File: config.mk
export PLATFORM = sky130hd
export DESIGN_NAME = clock_time_keeper
export DESIGN_NICKNAME = d
export VERILOG_FILES = /design/src/rtl/clock_time_keeper.sv
export SDC_FILE = /design/constraint.sdc
export NUM_CORES = 1
export LEC_CHECK = 0
export BUFFER_PORTS_ARGS = -buffer_cell sky130_fd_sc_hd__clkbuf_2
export CAP_MARGIN = 0
export CORE_ASPECT_RATIO = 1.2
export CORE_UTILIZATION = 54
export DETAILED_ROUTE_END_ITERATION = 12
export MAX_ROUTING_LAYER = met4
export PLACE_DENSITY = 0.86
export SYNTH_ARGS = -nofsm -noshare
export SYNTH_HDL_FRONTEND = slang
export SYNTH_SLANG_ARGS = --single-unit
File: constraint.sdc
create_clock -name clk -period 2.9 [get_ports clk]
set_input_delay 0.435 -clock clk [delete_from_list [all_inputs] [get_ports clk]]
set_output_delay 0.435 -clock clk [all_outputs]
set_load 0.05 [all_outputs]
File: src/rtl/clock_time_keeper.sv
// clock_time_keeper: 24-hour BCD time-of-day counter.
// The divided tick from the upstream stage is sampled as a level on clk and
// edge-detected. A prescaler turns TICKS_PER_SEC rises into one second.
// A parallel load is range-checked, and there are per-field increment buttons.
// Parameter constraints: TICKS_PER_SEC in 2..1024, 2**CNT_W >= TICKS_PER_SEC.
module clock_time_keeper #(
    parameter int TICKS_PER_SEC = 1000,
    parameter int CNT_W         = 10
) (
    input  logic       clk,
    input  logic       rst_n,
    input  logic       tick_in,
    input  logic       load,
    input  logic [7:0] load_hh,
    input  logic [7:0] load_mm,
    input  logic [7:0] load_ss,
    input  logic       inc_min,
    input  logic       inc_hour,
    output logic [7:0] hours,
    output logic [7:0] minutes,
    output logic [7:0] seconds,
    output logic       sec_pulse,
    output logic       day_pulse,
    output logic       load_err
);

    localparam logic [CNT_W-1:0] MS_LAST = CNT_W'(TICKS_PER_SEC - 1);

    // Increment a packed BCD field and wrap to 00 after 'last'.
    // Bit 8 of the result is the wrap (carry-out) flag.
    function automatic logic [8:0] bcd_inc(input logic [7:0] v, input logic [7:0] last);
        if (v == last)
            return {1'b1, 8'h00};
        else if (v[3:0] == 4'd9)
            return {1'b0, v[7:4] + 4'd1, 4'd0};
        else
            return {1'b0, v[7:4], v[3:0] + 4'd1};
    endfunction

    // A BCD field is legal when both digits are decimal and it does not exceed 'max'.
    function automatic logic bcd_ok(input logic [7:0] v, input logic [7:0] max);
        return (v[7:4] <= 4'd9) && (v[3:0] <= 4'd9) && (v <= max);
    endfunction

    logic             tick_d;
    logic             pend;
    logic [CNT_W-1:0] ms_cnt;

    logic       rise;
    logic       step_req;
    logic       sec_wrap;
    logic       load_ok;
    logic [8:0] ss_n;
    logic [8:0] mm_n;
    logic [8:0] hh_n;

    // Edge detect, pending-rise merge and next-value computation for each field.
    always_comb begin
        rise     = tick_in & ~tick_d;
        step_req = rise | pend;
        sec_wrap = (ms_cnt == MS_LAST);
        load_ok  = bcd_ok(load_ss, 8'h59) && bcd_ok(load_mm, 8'h59) && bcd_ok(load_hh, 8'h23);
        ss_n     = bcd_inc(seconds, 8'h59);
        mm_n     = bcd_inc(minutes, 8'h59);
        hh_n     = bcd_inc(hours,   8'h23);
    end

    // Priority per cycle: load, then increments (a rise is deferred into pend),
    // then the prescaler step driven by a fresh or pending rise.
    always_ff @(posedge clk or negedge rst_n) begin
        if (!rst_n) begin
            tick_d    <= 1'b1;
            pend      <= 1'b0;
            ms_cnt    <= '0;
            hours     <= 8'h00;
            minutes   <= 8'h00;
            seconds   <= 8'h00;
            sec_pulse <= 1'b0;
            day_pulse <= 1'b0;
            load_err  <= 1'b0;
        end else begin
            tick_d    <= tick_in;
            sec_pulse <= 1'b0;
            day_pulse <= 1'b0;
            load_err  <= 1'b0;
            if (load) begin
                // Any rise in this cycle is dropped, whether the load is accepted or not.
                if (load_ok) begin
                    hours   <= load_hh;
                    minutes <= load_mm;
                    seconds <= load_ss;
                    ms_cnt  <= '0;
                    pend    <= 1'b0;
                end else begin
                    load_err <= 1'b1;
                end
            end else if (inc_min || inc_hour) begin
                if (inc_min)
                    minutes <= mm_n[7:0];
                if (inc_hour)
                    hours <= hh_n[7:0];
                // Rises are at least two cycles apart, so one deep is enough.
                pend <= step_req;
            end else begin
                pend <= 1'b0;
                if (step_req) begin
                    if (sec_wrap) begin
                        ms_cnt    <= '0;
                        seconds   <= ss_n[7:0];
                        sec_pulse <= 1'b1;
                        if (ss_n[8]) begin
                            minutes <= mm_n[7:0];
                            if (mm_n[8]) begin
                                hours     <= hh_n[7:0];
                                day_pulse <= hh_n[8];
                            end
                        end
                    end else begin
                        ms_cnt <= ms_cnt + CNT_W'(1);
                    end
                end
            end
        end
    end

endmodule

==> flow_summary.toml <==
[synth]
synth.cell_area_mm2 = 0.002566
ys_seq_area_share_pct = 38.08
ys_types = 50
synth_top_cell_by_area = "dfrtp_1"
synthFlopType = "dfrtp_1"
syn_avg_cell_area_um2 = 9.435
async_reset_ff_share_pct = 100.0
ys_warn_count = 0
synth.area.top_cells = "dfrtp_1 37%, ha_1 6.3%, o31ai_1 4.1%"
synth_common_cells = "38 x dfrtp_1, 26 x nand2_1, 18 x o21ai_0, 14 x a21oi_1, 14 x o31ai_1"
synth_most_common_cell = "dfrtp_1"
syn-instance-count = 272
synth_nets = 315
yosysTopAreaCellShare_pct = 37.06
synth-edff-count = 0
ys_ff_latch = 39

[worst_setup_path]
cp-start-kind = "flip-flop"
r2r_start = "ms_cnt[3]"
crit_path_max_fanout = 9
crit_start = "ms_cnt[3]"
endpoint = "hours[1]"
cp.required_ps = 3070
ff2ff_setup_slack_ps = 640
rr_endpoint = "hours[1]"
critPathKind = "flip-flop to flip-flop"
arrival_ps = 2430
rr_worst_depth = 5
crit_path_end_kind = "flip-flop"

[timing]
relSlewSlack_pct = 36.66
fin_skew_ps = 1.632
setup-tns-final_ps = 0
post-route-period-util_pct = 78.08
worstMarginPinSlew_ps = 950.1
setup_viol = 0
report.final.hold_viol_count = 0
max_freq_ghz = 0.4416
slew_violations = 0
hold_slack_ps = 233.7
rsz0062_at_grt = "no"
min_period_ps = 2264

[global_routing]
overflow = 0
grt_max_degree = 40
grt_first_pass_wirelength_um = 10010
grt_pass1_vias = 2198
antenna_found_initial = 0
track_usage_pct = 26.18

[placement]
port_buffers = 56
dp.cells = 376
dp.final_hpwl_um = 4385
gp_congestion = 0.8389

[clocking]
cts_setup_buffers = 0
htreeDepth = 2
cts_tree = "built"
cts_resized = 0
cts-root-buf = "clkbuf_8"
cts_sinks = 39
path_clk_slew_ps = 70
cts_buffer_depth = 2
cts-hold-fix-buffers = 0
cts_buffers = 5
clk_latency_ps = 290

[drt]
wl_per_cell_um = 15.09
dr.first_iter.drc_count = 120
antenna_left = 0
first_pass_iters = 4
drc = 0
vias_per_cell = 5.906
drt-total-wl_um = 5795
num_vias = 2268

[min_path]
hold_path_class = "input port to flip-flop"

[cells_and_area]
nFillCells = 384
antenna_cells = 0
nets = 368
areaGrowthSynthToFinish_pct = 15.70
final_cells = 384
drive_above_1_share_pct = 24.85

[status]
outcome = "finished, final reports clean"

[die]
die_area_mm2 = 0.005033
coreArea_mm2 = 0.004561
pin_count = 57
rows = 27
start_util_pct = 56.27
fp.dieH_um = 77.52
die_x_um = 64.93

[pwr]
p_leak_nw = 1.412
peakVddDrop_uv = 397.9
powerDensity_mw_per_mm2 = 686.9

[job]
maxCapViolCount = 0
==> power breakdown <==
group	switching (mW)	total [mW]	internal, mW
sequential	0.150	0.802	0.653
clock	0.181	0.351	0.171
combinational	0.593	0.886	0.293
==> worst min-delay path by stage <==
stage	from	end	cells past startpoint
2_1_floorplan	rst_n	day_pulse	0
3_3_place_gp	ms_cnt[5]	ms_cnt[5]	1
3_5_place_dp	ms_cnt[5]	ms_cnt[5]	1
4_1_cts	tick_in	tick_d	1
5_1_grt	tick_in	tick_d	1
6_report	tick_in	tick_d	1
==> sequential cells by signal, indices dropped and copies added (netlist names) <==
| register | flops |
|---|---|
| ms_cnt | 10 |
| hours | 8 |
| minutes | 8 |
| seconds | 8 |
| day_pulse | 1 |
| load_err | 1 |
| pend | 1 |
| sec_pulse | 1 |
| tick_d | 1 |
==> cell families after synthesis <==
logic type,count (synthesis),share of synthesized area (%)
AND/OR/NAND/NOR,93,19.40
AO/OA/AOI/OAI,75,20.77
flip-flops,39,38.08
buffers and inverters,23,3.510
multiplexers,19,8.483
adder cells (fa/ha/maj),13,6.339
XOR/XNOR,10,3.413
==> placed cells by master, fill, tap and decap left out, types with 3 or more instances in the layout <==
cell type	count
mux2i_1	6
o22a_1	6
and3b_1	4
inv_1	9
and2_1	4
a22oi_1	3
mux2_4	3
mux2_1	4
xnor2_1	6
clkbuf_2	56
a21oi_1	14
o21ai_0	18
o311ai_0	3
nor2_1	12
and3_1	8
dfrtp_1	38
xor2_1	4
mux2_2	6
nor3_1	12
buf_4	3
clkbuf_8	5
ha_1	13
o31ai_1	14
nand3_1	9
clkbuf_1	3
nand2_1	26
nor4_1	4
==> layer usage <==
| layer | global-route usage [%] | share of wire, % | up-vias |
|---|---|---|---|
| met5 | - | 0 | - |
| met4 | 8.889 | 2.0 | 0 |
| met3 | 4.265 | 3.7 | 9 |
| met2 | 42.40 | 51 | 58 |
| met1 | 32.92 | 43 | 1084 |
| li1 | - | - | 1117 |
==> through the flow <==
stage	util, %	total power, mW	instance area, µm²	worst slack, ps
2_1_floorplan	-	1.466	2566	561.8
3_3_place_gp	63.35	1.664	2889	595.5
3_5_place_dp	63.35	1.693	2889	484.7
4_1_cts	65.10	2.046	2969	644.5
5_1_grt	65.10	2.176	2969	528.8
6_report	65.10	2.039	2969	635.7
==> cell type report <==
cell class | count | area [µm²] | share of cell area (%)
timing repair buffer | 59 | 302.8 | 10.20
clock buffer | 8 | 80.08 | 2.697
sequential | 39 | 977.2 | 32.91
tap | 58 | 72.57 | 2.444
inverter | 10 | 37.54 | 1.264
multi-input combinational | 210 | 1499 | 50.48
==> worst max-delay path, stage by stage (launching register included) <==
cell and delay (ps):
dfrtp_1 440, and4bb_1 320, and3_1 420, nand4_4 170, a221oi_4 420, mux2_1 370
No activity file was read; power rests on OpenSTA's default activity.
